**src/rtl/if_fetch_unit.sv**
```systemverilog
// Instruction-fetch stage: credit-limited requests to instruction memory, in-order response FIFO to IF/ID.
// Define IF_FETCH_PERF_EN to add the perf_fetch_cnt / perf_stall_cnt counters.
module if_fetch_unit #(
    parameter int INST_WIDTH      = 32,
    parameter int INST_ADDR_WIDTH = 32,
    parameter int FQ_DEPTH        = 2
) (
    input  logic                       cpu_clk,
    input  logic                       cpu_rst_n,
    input  logic [INST_ADDR_WIDTH-1:0] PC,
    output logic                       stall_PC_IF,
    input  logic                       flush,
    output logic                       imem_req_valid,
    output logic [INST_ADDR_WIDTH-1:0] imem_req_addr,
    input  logic                       imem_req_ready,
    input  logic                       imem_rsp_valid,
    input  logic [INST_WIDTH-1:0]      imem_rsp_data,
    input  logic                       stall_IF_ID,
    output logic                       IF_ID_valid,
    output logic [INST_ADDR_WIDTH-1:0] IF_ID_PC,
`ifdef IF_FETCH_PERF_EN
    output logic [31:0]                perf_fetch_cnt,
    output logic [31:0]                perf_stall_cnt,
`endif
    output logic [INST_WIDTH-1:0]      IF_ID_inst
);

    localparam int PTR_W = (FQ_DEPTH > 1) ? $clog2(FQ_DEPTH) : 1;
    localparam int CNT_W = PTR_W + 1;

    typedef logic [PTR_W-1:0] ptr_t;
    typedef logic [CNT_W-1:0] cnt_t;

    logic [INST_ADDR_WIDTH-1:0] fq_pc   [FQ_DEPTH];
    logic [INST_WIDTH-1:0]      fq_inst [FQ_DEPTH];
    logic [INST_ADDR_WIDTH-1:0] tag_q   [FQ_DEPTH];

    ptr_t fq_wr_ptr;
    ptr_t fq_rd_ptr;
    ptr_t tag_wr_ptr;
    ptr_t tag_rd_ptr;
    cnt_t fifo_count;
    cnt_t outstanding;
    cnt_t drop_cnt;

    logic [CNT_W:0] in_use;
    logic           credit_ok;
    logic           accept;
    logic           rsp_ok;
    logic           rsp_drop;
    logic           fq_push;
    logic           fq_pop;

    // Handshake: a request transfers on a cycle where imem_req_valid && imem_req_ready;
    // responses carry no ready and arrive in order, one per accepted request.
    // Every accepted request already owns a FIFO slot, so the FIFO can never overflow.
    assign in_use         = {1'b0, outstanding} + {1'b0, fifo_count};
    assign credit_ok      = in_use < (CNT_W+1)'(FQ_DEPTH);
    assign imem_req_valid = cpu_rst_n && !flush && credit_ok;
    assign imem_req_addr  = PC;
    assign accept         = imem_req_valid && imem_req_ready;
    assign stall_PC_IF    = !accept;

    assign rsp_ok   = imem_rsp_valid && (outstanding != '0);
    assign rsp_drop = flush || (drop_cnt != '0);
    assign fq_push  = rsp_ok && !rsp_drop;
    assign fq_pop   = IF_ID_valid && !stall_IF_ID && !flush;

    assign IF_ID_valid = (fifo_count != '0);
    assign IF_ID_PC    = fq_pc[fq_rd_ptr];
    assign IF_ID_inst  = fq_inst[fq_rd_ptr];

    // PC tags of in-flight fetches, consumed in response order.
    always_ff @(posedge cpu_clk or negedge cpu_rst_n) begin
        if (!cpu_rst_n) begin
            tag_wr_ptr  <= '0;
            tag_rd_ptr  <= '0;
            outstanding <= '0;
            for (int i = 0; i < FQ_DEPTH; i++) begin
                tag_q[i] <= '0;
            end
        end else begin
            if (accept) begin
                tag_q[tag_wr_ptr] <= PC;
                tag_wr_ptr        <= tag_wr_ptr + 1'b1;
            end
            if (rsp_ok) begin
                tag_rd_ptr <= tag_rd_ptr + 1'b1;
            end
            case ({accept, rsp_ok})
                2'b10:   outstanding <= outstanding + 1'b1;
                2'b01:   outstanding <= outstanding - 1'b1;
                default: outstanding <= outstanding;
            endcase
        end
    end

    // On flush every fetch still in flight after this cycle belongs to the wrong path.
    always_ff @(posedge cpu_clk or negedge cpu_rst_n) begin
        if (!cpu_rst_n) begin
            drop_cnt <= '0;
        end else if (flush) begin
            drop_cnt <= rsp_ok ? outstanding - 1'b1 : outstanding;
        end else if (rsp_ok && (drop_cnt != '0)) begin
            drop_cnt <= drop_cnt - 1'b1;
        end
    end

    always_ff @(posedge cpu_clk or negedge cpu_rst_n) begin
        if (!cpu_rst_n) begin
            fq_wr_ptr  <= '0;
            fq_rd_ptr  <= '0;
            fifo_count <= '0;
            for (int i = 0; i < FQ_DEPTH; i++) begin
                fq_pc[i]   <= '0;
                fq_inst[i] <= '0;
            end
        end else if (flush) begin
            fq_wr_ptr  <= '0;
            fq_rd_ptr  <= '0;
            fifo_count <= '0;
        end else begin
            if (fq_push) begin
                fq_pc[fq_wr_ptr]   <= tag_q[tag_rd_ptr];
                fq_inst[fq_wr_ptr] <= imem_rsp_data;
                fq_wr_ptr          <= fq_wr_ptr + 1'b1;
            end
            if (fq_pop) begin
                fq_rd_ptr <= fq_rd_ptr + 1'b1;
            end
            case ({fq_push, fq_pop})
                2'b10:   fifo_count <= fifo_count + 1'b1;
                2'b01:   fifo_count <= fifo_count - 1'b1;
                default: fifo_count <= fifo_count;
            endcase
        end
    end

`ifdef IF_FETCH_PERF_EN
    always_ff @(posedge cpu_clk or negedge cpu_rst_n) begin
        if (!cpu_rst_n) begin
            perf_fetch_cnt <= '0;
            perf_stall_cnt <= '0;
        end else begin
            if (accept) begin
                perf_fetch_cnt <= perf_fetch_cnt + 32'd1;
            end
            if (!IF_ID_valid && !flush) begin
                perf_stall_cnt <= perf_stall_cnt + 32'd1;
            end
        end
    end
`endif

    a_fifo_bound: assert property (@(posedge cpu_clk) disable iff (!cpu_rst_n)
        fifo_count <= cnt_t'(FQ_DEPTH));

    a_rsp_has_req: assert property (@(posedge cpu_clk) disable iff (!cpu_rst_n)
        imem_rsp_valid |-> (outstanding != '0));

endmodule

```
**config.mk**
```make
export PLATFORM = sky130hd
export DESIGN_NAME = if_fetch_unit
export DESIGN_NICKNAME = d
export VERILOG_FILES = /design/src/rtl/if_fetch_unit.sv
export SDC_FILE = /design/constraint.sdc
export NUM_CORES = 1
export LEC_CHECK = 0
export ABC_CLOCK_PERIOD_IN_PS = 2700
export CAP_MARGIN = 0
export CELL_PAD_IN_SITES_DETAIL_PLACEMENT = 1
export CELL_PAD_IN_SITES_GLOBAL_PLACEMENT = 2
export CORE_MARGIN = 1.5
export CORE_UTILIZATION = 37
export DETAILED_ROUTE_END_ITERATION = 8
export PLACE_DENSITY_LB_ADDON = 0.1
export SLEW_MARGIN = 30
export SYNTH_ARGS = -nofsm -noshare
export SYNTH_HDL_FRONTEND = slang
export SYNTH_SLANG_ARGS = --single-unit
```
**constraint.sdc**
```tcl
create_clock -name cpu_clk -period 2.7 [get_ports cpu_clk]
set_input_delay 0.27 -clock cpu_clk [delete_from_list [all_inputs] [get_ports cpu_clk]]
set_output_delay 0.27 -clock cpu_clk [all_outputs]
set_load 0.02 [all_outputs]
```
==> flow_summary.toml, run 1 <==
[outcome]
status = "complete, but fails checks"
violations = "negative hold slack"

[clock_tree]
clkTransAtPathRegs_ps = 60
clk_latency_ps = 510
cts_hold_buf = 0
cts-root-buf = "clkbuf_16"
cts_sinks = 202
cts_max_level = 1
cts_tree = "done"
cts_buffers = 23
clockBufferDepth = 3

[grt]
grt_pass1_vias = 6028
antenna_found_initial = 0
grt_first_pass_wirelength_um = 33800
grt.total_usage_pct = 16.3
grt_overflow_total = 0
grt_max_degree = 148

[final_layout]
fin_nets = 821
fill_cells = 2472
n_antenna_cell = 0
finalNonFillerCells = 1093
final_design_area_no_fill_sq_um = 11900
multi_input_area_sq_um = 3840
synthToLayoutAreaGrowth_pct = 26.9
seqCellArea_sq_um = 5060
layout-drive-gt1-share_pct = 45.3

[yosys]
avgSynthCellArea_sq_um = 15.6
synth_area_leaders = "dfrtp_1, mux2_2, mux2_4, buf_4, buf_12"
async_flop_share_pct = 100
yosysWarningCount = 0
synth_edf_count = 0
synth_flop_cell = "dfrtp_1"
synthesis.area_sq_um = 9410
synth_top_area_share_pct = 53.7
yosysMostFrequentCell = "mux2_2"
ys_ff_latch = 202
synth.yosys.seq_area_share_pct = 53.7
syn_inst = 604
synth_common_cells = "mux2_2, dfrtp_1, mux2_4"
synth_nets = 678
synth_area_leader_cell = "dfrtp_1"
yosysUniqueCellTypes = 37

[worst_setup_path]
crit_type = "flop to output pin"
cp_max_fo = 7
r2r_slack_ps = 100
cp-start-kind = "flop"
crit_required_ps = 2430
end_kind = "output pin"
arrival_ps = 2360

[floorplanning]
num_rows = 58
fp.coreArea_sq_um = 25000
die_w_um = 162
die_area_sq_um = 26400
die_h_um = 162
initial_core_util_pct = 37.6
ioPinCount = 169

[sta]
max_freq_mhz = 381
clock_skew_ps = 16.2
holdWs_ps = -33.8
slew_viol_final = 0
finalHoldViolCount = 27
period_share_pct = 97.3
fin_crit_ps = 2630
finalSetupViolCount = 0
worst_pin_slew_ps = 817
rsz0062_at_grt = "false"
tns_ps = 0
slew_headroom_pct = 45.5

[place]
portBuffers = 168
place_area_sq_um = 11200
place.gp.congestion = 0.721
hpwl_um = 13500
place_inst = 1050

[route]
viasPerCell = 4.84
drt_iter0_markers = 130
totalWireLength_um = 21200
firstDrtPassIters = 3
ant_nets = 0
vias = 5291
drc = 0
wl_per_cell_um = 19.4

[pwr]
power_density_nw_per_um2 = 1120
leakagePower_uw = 0.00540
peakVddDrop_mv = 0.522

[run]
cap_violations = 0

[hold_path]
hold_path.class = "input pin to asynchronous set/reset pin"
-- what timing repair did --
action                                  CTS  global route
endpoints found under the setup margin    2             1
setup buffers                             0             2
pin swaps                                 1             2
gates resized for setup                   6             1
-- routing by layer --
layer | part of all wire (%) | wire length (um) | vias to the layer above | track usage (%)
met5 | 0 | 0 | - | 0
met3 | 4.1 | 870 | 31 | 2.90
met1 | 44 | 9280 | 2746 | 21.2
met2 | 50 | 10500 | 117 | 28.1
li1 | - | - | 2397 | -
met4 | 2.3 | 497 | 0 | 4.38
-- layout by cell type (no fill, tap or decap), types with 2 or more instances in the layout --
| cell | instances |
|---|---|
| a21oi_1 | 4 |
| buf_12 | 5 |
| buf_4 | 10 |
| clkbuf_1 | 4 |
| clkbuf_16 | 23 |
| clkbuf_8 | 7 |
| clkdlybuf4s50_1 | 165 |
| clkinv_2 | 6 |
| dfrtp_1 | 199 |
| dfrtp_2 | 3 |
| ha_1 | 3 |
| inv_1 | 5 |
| mux2_1 | 7 |
| mux2_2 | 222 |
| mux2_4 | 60 |
| mux2i_1 | 2 |
| nor2_1 | 4 |
| nor3b_1 | 2 |
| o21ai_0 | 3 |
| xnor2_1 | 5 |
| xor2_1 | 2 |
-- state kept, by name, indices dropped and copies added (netlist names) --
name and cells:
fq_inst 64, fq_pc 64, tag_q 64, drop_cnt 2, fifo_count 2, outstanding 2
fq_rd_ptr 1, fq_wr_ptr 1, tag_rd_ptr 1, tag_wr_ptr 1
-- area by class of cell --
type	count	share of cell area, %
clock buffer	33	5.64
clock inverter	8	0.577
inverter	5	0.157
multi-input combinational	332	32.2
sequential	202	42.4
tap	330	3.46
timing repair buffer	183	15.6
-- power breakdown --
part | leakage [uW] | internal (uW) | total [uW] | switching [uW]
logic | 0.00245 | 3120 | 5190 | 2070
registers | 0.00258 | 4400 | 5170 | 769
clock network | 0.000373 | 1820 | 3060 | 1240
-- cells by family (layout without fill, tap and decap cells) --
group | Yosys count | after routing | share of synthesized area, %
buffers and inverters | 70 | 229 | 5.49
xor gates and xnor gates | 7 | 7 | 0.652
muxes | 291 | 291 | 37.2
DFF | 202 | 202 | 53.7
and+or+nand+nor | 20 | 20 | 1.68
AOI/OAI and AO/OA | 10 | 10 | 0.612
adders and majority gates | 4 | 4 | 0.612
-- worst paths after layout --
| check | startpoint | end | cells after the start |
|---|---|---|---|
| setup / recovery | fifo_count[0] | imem_req_valid | 4 |
| hold / removal | cpu_rst_n | tag_q[17] | 2 |
| setup reg to reg | fifo_count[0] | tag_q[31] | 7 |
| hold reg to reg | tag_wr_ptr | tag_wr_ptr | 1 |
| max in group asynchronous | cpu_rst_n | fq_pc[5] | 2 |
| min in group cpu_clk | cpu_rst_n | tag_wr_ptr | 5 |
-- critical path: stages (launching register included) --
cell	delay [ps]
dfrtp_2	440
and2_1	180
fa_1	480
nor4b_4	380
clkdlybuf4s15_1	360
-- metrics by stage --
step / hold WS [ps] / utilization, % / power [uW] / setup WS [ps]
floorplan: -25.6 / - / 8510 / 220
global placement: 463 / 44.6 / 10200 / 275
detailed placement: 473 / 44.6 / 10500 / 221
CTS: 15.7 / 47.6 / 13600 / 30.3
global route: 18.9 / 47.7 / 14200 / 1.05
finish: -33.8 / 47.7 / 13400 / 72.7
Note: power is estimated with default switching activity, not from simulation.
==> run 2: changes to the inputs <==
- ABC_AREA: unset -> 1
- CORE_UTILIZATION: 37 -> 31
- CTS_BUF_LIST: unset -> sky130_fd_sc_hd__clkbuf_4 sky130_fd_sc_hd__clkbuf_8
==> flow_summary.toml, run 2 <==
[outcome]
status = "completed"

[yosys]
synth_top_area_share_pct = 55.2
muxShareOfSynthArea_pct = 0
yosysWarningCount = 0
synth_top_family_by_area = "simple AND/OR/NAND/NOR gates"
synth_nets = 1217
yosysMostFrequentCell = "nand2_1"
synth_edf_count = 0
yosysUniqueCellTypes = 25
synth_area_leader_cell = "dfrtp_1"
synth_compound_area_share_pct = 12.7
synth_fa_ha_area_share_pct = 0.629
synthXorXnorAreaFrac_pct = 0.383
avgSynthCellArea_sq_um = 8.01
synth-simple-area-share_pct = 20.6
synth_common_cells = "nand2_1, o21ai_0, dfrtp_1"
synth_area_leaders = "dfrtp_1, nand2_1, o21ai_0, inv_1, buf_4"
synthesis.area_sq_um = 9150
syn_inst = 1143
async_flop_share_pct = 100
synth.yosys.seq_area_share_pct = 55.2
synth_flop_cell = "dfrtp_1"
ys_ff_latch = 202

[final_layout]
final_design_area_no_fill_sq_um = 11800
finalNonFillerCells = 1686
mostFrequentLayoutCells = "nand2_1, o21ai_0, dfrtp_1, clkdlybuf4s50_1, inv_1"
n_antenna_cell = 0
reg_top3 = "fq_inst: 64 flops, fq_pc: 64 flops, tag_q: 64 flops"
layout-drive-gt1-share_pct = 7.30
final_common_cell = "nand2_1"
synthToLayoutAreaGrowth_pct = 29.2
fin_nets = 1348

[grt]
grt_pass1_vias = 7734
grt.total_usage_pct = 16.5
grt_max_degree = 126
grt_overflow_total = 0
grt_first_pass_wirelength_um = 40700
antenna_found_initial = 0

[floorplanning]
initial_core_util_pct = 31.7
die_w_um = 175
fp.coreArea_sq_um = 28900
num_rows = 62
ioPinCount = 169
die_area_sq_um = 30600
die_h_um = 175

[sta]
fin_crit_ps = 2530
clock_skew_ps = 16.7
period_share_pct = 93.8
slew_headroom_pct = 52.0
tns_ps = 0
finalSetupViolCount = 0
finalHoldViolCount = 0
rsz0062_at_grt = "false"
setup_ws_ps = 166
slew_viol_final = 0
worst_pin_slew_ps = 721
max_freq_mhz = 395

[place]
place.gp.congestion = 0.709
portBuffers = 168
place_inst = 1615
pre_cts_ws_ps = 421
hpwl_um = 15000
place_area_sq_um = 11000

[clock_tree]
post_cts_buffers = 0
cts_max_level = 2
cts-root-buf = "clkbuf_8"
cts_tree = "done"
cts_buffers = 39
clockBufferDepth = 3
clk_latency_ps = 510
cts_sinks = 202
clkTransAtPathRegs_ps = 60

[pwr]
seqPwrFrac_pct = 37.4
p_switching_uw = 4660
power_frac_clock_pct = 24.9
total_power_uw = 12600
peakVddDrop_mv = 0.282
power_density_nw_per_um2 = 1070
p_int_uw = 7980
swShare_pct = 36.8
leakagePower_uw = 0.00582
pwr-share-comb_pct = 37.7

[worst_setup_path]
arrival_ps = 2260
r2r_cells = 7
cp-start-kind = "flop"
cp_max_fo = 6
end_kind = "output pin"
cp_common_cell = "nand2_1"
crit_required_ps = 2430
crit_type = "flop to output pin"
cp_cell_sequence = "nand2_1 > inv_1 > fa_1 > nor2_2 > and2_1 > nand2_1 > dlygate4sd2_1"
slowest_delay_ps = 450
slowest_stage = "fa_1"

[route]
drt_iter0_markers = 380
vias = 7568
ant_nets = 0
viasPerCell = 4.49
totalWireLength_um = 24500
firstDrtPassIters = 4
wl_per_cell_um = 14.5
drc = 0

[run]
cap_violations = 0

[hold_path]
hold_path.class = "input pin to asynchronous set/reset pin"
[run 2: cell types whose count changed after synthesis, sizes merged, moves of 5 or more]
cell and delta:
o21ai +226, buf -8, mux2 -289, nand3 +5
nand2 +470, clkbuf +38, inv +108
[run 2: metrics by stage]
step           hold WS (ps)  util (%)
3_3_place_gp            130      38.0
5_1_grt                 150      41.0
4_1_cts                 134      40.9
2_1_floorplan         -25.6         -
6_report                180      41.0
3_5_place_dp            132      38.0
[run 2: power by group through the flow]
stage | clock network (uW) | registers, uW | logic, uW
finish | 3150 | 4730 | 4760
global route | 3430 | 4890 | 5410
CTS | 3290 | 4740 | 4870
detailed placement | 0 | 4780 | 4850
global placement | 0 | 4750 | 4790
floorplan | 0 | 4650 | 2910
[run 2: path summary, 6_finish.rpt]
| check | start | endpoint | slack [ps] |
|---|---|---|---|
| hold / removal | cpu_rst_n | fq_inst[21] | 180 |
| setup reg to reg | fifo_count[0] | tag_q[32] | 600 |
| setup / recovery | fifo_count[0] | stall_PC_IF | 170 |
| max in group asynchronous | cpu_rst_n | fq_pc[31] | 1610 |
| min in group cpu_clk | imem_rsp_data[6] | fq_inst[38] | 330 |
| hold reg to reg | fq_inst[38] | fq_inst[38] | 470 |
[run 2: final cells by class]
class | count | area, sq um
Clock buffer | 69 | 825
Fill cell | 3519 | 17000
Inverter | 114 | 430
Multi-Input combinational cell | 732 | 3150
Sequential cell | 202 | 5060
Tap cell | 384 | 480
Timing Repair Buffer | 185 | 1880
[run 2: cells by family after synthesis]
family / Yosys count
AOI/OAI and AO/OA: 232
xor gates and xnor gates: 4
adders and majority gates: 4
buffers and inverters: 209
DFF: 202
and+or+nand+nor: 492
[run 2: worst max-delay path, delay by kind of cell, from the launching register on]
family        cells  cell delay [ps]
simple gates      4              500
fa+ha+maj         1              450
flops             1              440
buf+inv           2              380
[run 2: timing repair]
action / 4_1_cts / 5_1_grt
endpoints found under the hold margin: 11 / 0
hold buffers: 1 / 0
gates resized for setup: 2 / 3
setup endpoints to repair: 2 / 18
[run 2: metal layers]
metal	track usage, %	vias to the layer above	part of all wire, %
met5	0	-	0
met4	4.34	0	1.6
met3	3.07	33	4.5
met2	25.9	160	43
met1	23.5	3591	51
li1	-	3784	-
